### src/rtl/xnor_popcount_fc_array.sv
// ---------------------------------------------------------------------------
// xnor_popcount_fc_array
//
// Binary fully-connected stage. N_OUT neurons compute XNOR-popcount dot
// products in parallel over an N_IN-bit binarised activation vector. The
// vector arrives BPC bits per accepted beat. Each neuron produces a signed
// pre-activation (2*pop - N_IN) and a sign bit for the next binarised layer.
//
// Ports:
//   iCLK     in   1            clock, rising edge
//   iRST     in   1            asynchronous reset, active high
//   iSTART   in   1            frame start; clears accumulators, enters ACC
//   iVALID   in   1            beat valid, sampled in ACC only
//   iDATA    in   BPC          activation bits; bit k of beat b = vector bit b*BPC+k
//   iWEIGHT  in   N_OUT*BPC    weights; [n*BPC +: BPC] belongs to neuron n
//   oDATA    out  N_OUT*OL     signed results; [n*OL +: OL] belongs to neuron n
//   oSIGN    out  N_OUT        1 when 2*pop >= N_IN
//   oVALID   out  1            one-cycle pulse when oDATA/oSIGN are updated
//   oBUSY    out  1            high while the FSM is not IDLE
// ---------------------------------------------------------------------------
module xnor_popcount_fc_array #(
    parameter int N_IN  = 54,
    parameter int BPC   = 2,
    parameter int N_OUT = 4,
    parameter int OL    = 7
) (
    input  logic                   iCLK,
    input  logic                   iRST,
    input  logic                   iSTART,
    input  logic                   iVALID,
    input  logic [BPC-1:0]         iDATA,
    input  logic [N_OUT*BPC-1:0]   iWEIGHT,
    output logic [N_OUT*OL-1:0]    oDATA,
    output logic [N_OUT-1:0]       oSIGN,
    output logic                   oVALID,
    output logic                   oBUSY
);

    localparam int NB  = (N_IN + BPC - 1) / BPC;  // beats per frame
    localparam int PCW = $clog2(N_IN + 1);        // popcount width
    localparam int BCW = $clog2(NB + 1);          // beat counter width
    localparam int REM = N_IN % BPC;              // valid bits on a partial final beat

    typedef enum logic [1:0] {
        ST_IDLE = 2'd0,
        ST_ACC  = 2'd1,
        ST_DONE = 2'd2
    } state_t;

    state_t                       state_q, state_d;
    logic [N_OUT-1:0][PCW-1:0]    acc_q, acc_d;
    logic [BCW-1:0]               beat_q, beat_d;
    logic [N_OUT*OL-1:0]          odata_q, odata_d;
    logic [N_OUT-1:0]             osign_q, osign_d;
    logic                         ovalid_q, ovalid_d;

    logic                         last_beat_s;
    logic [BPC-1:0]               mask_s;
    logic [N_OUT-1:0][PCW-1:0]    pop_s;
    logic [N_OUT*OL-1:0]          res_s;
    logic [N_OUT-1:0]             sgn_s;

    assign last_beat_s = (beat_q == BCW'(NB - 1));

    // Beat mask: on a partial final beat only the low REM bits contribute.
    always_comb begin
        mask_s = '1;
        for (int k = 0; k < BPC; k++) begin
            if (last_beat_s && (REM != 0) && (k >= REM)) begin
                mask_s[k] = 1'b0;
            end else begin
                mask_s[k] = 1'b1;
            end
        end
    end

    // Identical per-neuron datapath: beat popcount plus final result shaping.
    for (genvar g = 0; g < N_OUT; g++) begin : g_neuron
        // XNOR-popcount of the current beat for neuron g (max BPC, fits PCW).
        always_comb begin
            pop_s[g] = '0;
            for (int k = 0; k < BPC; k++) begin
                pop_s[g] = pop_s[g] + PCW'(~(iDATA[k] ^ iWEIGHT[g*BPC + k]) & mask_s[k]);
            end
        end

        // 2*acc - N_IN; the top bit of a wider subtraction is always dropped,
        // and -N_IN..+N_IN fits OL bits, so computing at OL bits is exact.
        assign res_s[g*OL +: OL] = OL'({acc_q[g], 1'b0}) - OL'(N_IN);
        assign sgn_s[g]          = ({acc_q[g], 1'b0} >= (PCW+1)'(N_IN));
    end

    // Next-state, accumulator and output-load logic; iSTART overrides all states.
    always_comb begin
        state_d  = state_q;
        acc_d    = acc_q;
        beat_d   = beat_q;
        odata_d  = odata_q;
        osign_d  = osign_q;
        ovalid_d = 1'b0;
        if (iSTART) begin
            state_d = ST_ACC;
            acc_d   = '0;
            beat_d  = '0;
        end else begin
            case (state_q)
                ST_IDLE: begin
                    state_d = ST_IDLE;
                end
                ST_ACC: begin
                    if (iVALID) begin
                        for (int n = 0; n < N_OUT; n++) begin
                            acc_d[n] = acc_q[n] + pop_s[n];
                        end
                        beat_d = beat_q + BCW'(1);
                        if (last_beat_s) begin
                            state_d = ST_DONE;
                        end else begin
                            state_d = ST_ACC;
                        end
                    end else begin
                        state_d = ST_ACC;
                    end
                end
                ST_DONE: begin
                    odata_d  = res_s;
                    osign_d  = sgn_s;
                    ovalid_d = 1'b1;
                    state_d  = ST_IDLE;
                end
                default: begin
                    state_d = ST_IDLE;
                end
            endcase
        end
    end

    // State, accumulator and output registers.
    always_ff @(posedge iCLK or posedge iRST) begin
        if (iRST) begin
            state_q  <= ST_IDLE;
            acc_q    <= '0;
            beat_q   <= '0;
            odata_q  <= '0;
            osign_q  <= '0;
            ovalid_q <= 1'b0;
        end else begin
            state_q  <= state_d;
            acc_q    <= acc_d;
            beat_q   <= beat_d;
            odata_q  <= odata_d;
            osign_q  <= osign_d;
            ovalid_q <= ovalid_d;
        end
    end

    assign oDATA  = odata_q;
    assign oSIGN  = osign_q;
    assign oVALID = ovalid_q;
    assign oBUSY  = (state_q != ST_IDLE);

endmodule
### config.mk
export PLATFORM = sky130hd
export DESIGN_NAME = xnor_popcount_fc_array
export DESIGN_NICKNAME = d
export VERILOG_FILES = /design/src/rtl/xnor_popcount_fc_array.sv
export SDC_FILE = /design/constraint.sdc
export NUM_CORES = 1
export LEC_CHECK = 0
export ABC_AREA = 0
export ABC_CLOCK_PERIOD_IN_PS = 3600
export CAP_MARGIN = 10
export CORE_MARGIN = 1.5
export CORE_UTILIZATION = 58
export DETAILED_ROUTE_END_ITERATION = 10
export PLACE_DENSITY = 0.85
export SYNTH_ARGS = -nofsm -noshare
export SYNTH_HDL_FRONTEND = slang
export SYNTH_SLANG_ARGS = --single-unit
export TNS_END_PERCENT = 20
### constraint.sdc
create_clock -name iCLK -period 3.6 [get_ports iCLK]
set_input_delay 0.36 -clock iCLK [delete_from_list [all_inputs] [get_ports iCLK]]
set_output_delay 0.36 -clock iCLK [all_outputs]
set_load 0.01 [all_outputs]
Word-level counts from Yosys, hierarchy flattened
Index checks and enable logic that the tools add are counted.

Flip-flop bits (word level): 64. Input bits: 14. Output and inout bits: 34. Word-level logic and storage cells: 63.

Add/sub/neg operators: 13. $lt $le $gt $ge: 4. Equality and inequality tests: 3. Multiplexer cells: 12. Bitwise gates (word level): 17. Reduce and logical (&&, ||, !) cells: 5.

Operator list (count): 24-bit two-way mux (3); 7-bit by 6-bit >= comparator with 1-bit output (second input constant) (4); 7-bit by 6-bit subtractor with 7-bit output (second input constant) (4); 6-bit by 2-bit adder with 6-bit output (4); 5-bit two-way mux (3); 1-bit NOT (9); 1-bit by 1-bit adder with 2-bit output (4); 2-bit two-way mux (4); 1-bit bitwise XOR (8); 2-bit nonzero test (3); 5-bit by 1-bit adder with 5-bit output (second input constant) (1); 5-bit equality test (second input constant) (1); 2-bit AND reduction (2); 2-bit by 1-bit equality test with 1-bit output (second input constant) (1); 2-bit equality test (second input constant) (1); 1-bit two-way mux (2).

Depth between registers and ports, before layout
Word-level depth: 7. Mapped depth: 7. Depth with buffers taken out: 7.

Worst setup path before layout
OpenSTA, ideal clock, no wires.

Path type: in2reg. Start: input port iWEIGHT[6]. End: register acc_q[23] (netlist name). Library setup time: 0.078 ns. Arrival: 1.702 ns. Data required time: 3.522 ns. Setup slack: 1.820 ns. Stages on the path: 5. Path buffers: 0. Path through: xor2_1 -> fa_1 -> nand3b_1 -> or4_1 -> a21oi_1.

Word-level cells in the longest chain between the ends: 7.

RTL lines: start: declaration (RTL line 32) `input logic [N_OUT*BPC-1:0] iWEIGHT,`; 1-bit bitwise XOR (RTL line 83) `pop_s[g] = pop_s[g] + PCW'(~(iDATA[k] ^ iWEIGHT[g*BPC + k]) & mask_s[k]);`; 1-bit NOT (RTL line 83); 1-bit by 1-bit adder with 2-bit output (RTL line 83); 6-bit by 2-bit adder with 6-bit output (RTL line 113) `acc_d[n] = acc_q[n] + pop_s[n];`; 24-bit two-way mux (RTL line 111) `if (iVALID) begin`; 24-bit two-way mux (RTL line 106) `case (state_q)`; 24-bit two-way mux (RTL line 101) `if (iSTART) begin`; end signal: assignment (RTL line 142) `acc_q <= '0;`; end signal: assignment (RTL line 149) `acc_q <= acc_d;`; end: declaration (RTL line 51) `logic [N_OUT-1:0][PCW-1:0] acc_q, acc_d;`.

No other way between the ends. The select of a mux whose other input is x is not followed. A chain may end at the register's enable or synchronous reset.

Final worst setup path
Start: input port iDATA[0]. End: register acc_q[5] (netlist name).

Word-level cells in the longest chain between the ends: 7.

RTL lines: start: declaration (RTL line 31) `input logic [BPC-1:0] iDATA,`; 1-bit bitwise XOR (RTL line 83); 1-bit NOT (RTL line 83); 1-bit by 1-bit adder with 2-bit output (RTL line 83); 6-bit by 2-bit adder with 6-bit output (RTL line 113); 24-bit two-way mux (RTL line 111); 24-bit two-way mux (RTL line 106); 24-bit two-way mux (RTL line 101).

No other way between the ends. The select of a mux whose other input is x is not followed.

==> results.toml <==
[placement]
portBuffers = 43
dp_cells = 423
dpl_cell_area_sq_um = 3567
finalWeightedCongestion = 0.7610
dp_hpwl_um = 4058
place_ws_ps = 1078

[clock_tree]
clk_path_buf_depth = 2
hold_buffers = 0
ctsResizeCount = 0
cts_tree = "built"
clk_latency_ps = 350
cts_setup_buffers = 0
cts_sinks = 60
cts-root-buf = "clkbuf_8"
cts_made_buffers = 9
htreeDepth = 3
clkSlewWorstSetupHoldPaths_ps = 70

[grt]
grt_pass1_vias = 2194
antenna_found_initial = 0
overflow = 0
grtUsageTotal = 0.2221
grt_pass1_wl_um = 10140
grt_max_degree = 54

[floorplan]
die_area_sq_um = 5872
rows = 26
initial_utilization = 0.6079
core_sq_um = 5172
die_w_um = 76.63
num_io_pins = 48
dieHeight_um = 76.63

[finish]
final_util = 0.7315
nets = 392
stdcell_count = 439
fillers = 375
diodes = 0
area_growth_pct = 20.33
design_area_sq_um = 3784
layout_commonest_cell = "dfrtp_1"
drive_gt1_frac = 0.08401
layout_common_cells = "60 x dfrtp_1, 49 x nand2_1, 43 x clkdlybuf4s50_1"

[hold_path]
hold_path_class = "input port to asynchronous set/reset pin"

[sta]
post-route-min-period_ps = 2152
drv_slew = 0
tightest_slew_ps = 722.4
layout_worst_path_cycle_share = 0.5979
setup_ws_ps = 1448
fmax_mhz = 464.6
rsz0062_at_grt = "false"
hold_violations = 0
setup_viol = 0
relSlewSlack = 0.5184
skew_ps = 9.916
setup_tns_ps = 0

[drt]
drc = 0
drt_wl_total_um = 5835
ant_nets = 0
wire_per_inst_um = 13.29
vias = 2384
avgViaCountPerCell = 5.431
firstDrtPassIters = 4
first_iter_violations = 153

[logic_synthesis]
netlist_instances = 327
ys_seq_area_frac = 0.4775
ys.warnings.count = 0
avgSynthCellArea_sq_um = 9.615
ys_ff_latch = 60
ys_types = 38
synth.cell_area_sq_um = 3144

[power]
ir_drop_mv = 0.2510
p_per_area_nw_per_um2 = 401.7
leakage_uw = 0.001745

[critical_path]
cp.required_ps = 3870
path_class = "input port to flop"
r2r_setup_slack_ps = 1620
start_kind = "input port"
arrival_ps = 2430
cp-end-kind = "flop"
path_max_fanout = 4

[run_status]
status = "complete, no violations"

[job]
maxCapViolations = 0
[Yosys cell counts, drive strengths merged]
cell | n | area [sq um]
fa | 4 | 80.08
or4 | 4 | 30.03
nand2 | 49 | 183.9
nand3b | 5 | 50.05
o21ai | 33 | 165.2
clkinv | 1 | 3.750
conb | 1 | 3.750
nand4 | 11 | 68.82
nor4 | 1 | 6.260
xnor2 | 5 | 43.79
o21bai | 1 | 7.510
buf | 13 | 88.83
a21oi | 22 | 110.1
nand3 | 4 | 20.02
or3 | 9 | 56.30
xor2 | 16 | 140.1
nor2 | 12 | 45.04
o31ai | 4 | 30.03
a211oi | 4 | 30.03
and3b | 1 | 8.760
clkbuf | 10 | 40.04
or2b | 1 | 7.510
dfrtp | 60 | 1501
ha | 10 | 125.1
mux2 | 6 | 67.56
or3b | 1 | 8.760
a21o | 4 | 30.03
nand2b | 1 | 6.260
or2 | 5 | 31.28
nor2b | 6 | 37.54
a211o | 4 | 35.03
inv | 15 | 56.30
and2 | 4 | 25.02
[logic make-up after synthesis]
| family | Yosys count | share of synthesized area |
|---|---|---|
| buffers and inverters | 39 | 0.06008 |
| multiplexers | 6 | 0.02149 |
| other | 1 | 0.001193 |
| AO/OA/AOI/OAI | 72 | 0.1297 |
| XOR/XNOR | 21 | 0.05849 |
| flip-flops | 60 | 0.4775 |
| adder cells (fa/ha/maj) | 14 | 0.06526 |
| AND/OR/NAND/NOR | 114 | 0.1862 |
[path summary, 6_finish.rpt]
check,to,depth (start not counted),start
worst max register to register,acc_q[5],5,acc_q[0]
worst min-delay path,oDATA[3],2,iRST
min in group iCLK,oDATA[11],2,oDATA[11]
max in group asynchronous,acc_q[21],3,iRST
worst max-delay path,acc_q[5],6,iDATA[0]
worst min register to register,oDATA[11],2,oDATA[11]
[state kept, by name, summed over array words and instances (netlist names)]
name,count
acc_q,24
beat_q,5
oDATA,24
oSIGN,4
oVALID,1
state_q,2
[area by class of cell]
cell class / instances / area (sq um) / area share
Sequential cell: 60 / 1501 / 0.3968
Multi-Input combinational cell: 231 / 1465 / 0.3872
Timing Repair Buffer: 46 / 452.9 / 0.1197
Clock buffer: 11 / 141.4 / 0.03737
Tap cell: 70 / 87.58 / 0.02315
Clock inverter: 5 / 75.07 / 0.01984
Inverter: 16 / 60.06 / 0.01587
[per-layer routing]
metal / GRT usage / wire length (um) / vias up / share of wire
met5: 0 / 0 / - / 0
met4: 0.1204 / 161 / 0 / 0.028
met3: 0.05988 / 319 / 14 / 0.055
met2: 0.3143 / 2528 / 80 / 0.43
met1: 0.3114 / 2826 / 1112 / 0.48
li1: - / - / 1178 / -
[critical path, stage by stage]
cell and delay, ps:
clkdlybuf4s50_1 510, xor2_1 220, fa_1 450, nand3b_1 230, or4_1 500, a21oi_1 150
[metrics by stage]
step	hold WS (ps)	total power, uW
final	334.1	1520
after global routing	377.4	1579
after CTS	339.2	1528
after detailed placement	467.5	863.1
after global placement	464.2	854.8
after floorplan	480.6	820.3
[where the power goes]
part	leakage (uW)	switching, uW	internal (uW)
Combinational	0.000807	77.8	60.2
Clock	0.000113	264	405
Sequential	0.000825	23.9	688
Total	0.00175	366	1150
Power figures use the tool's default switching activity.
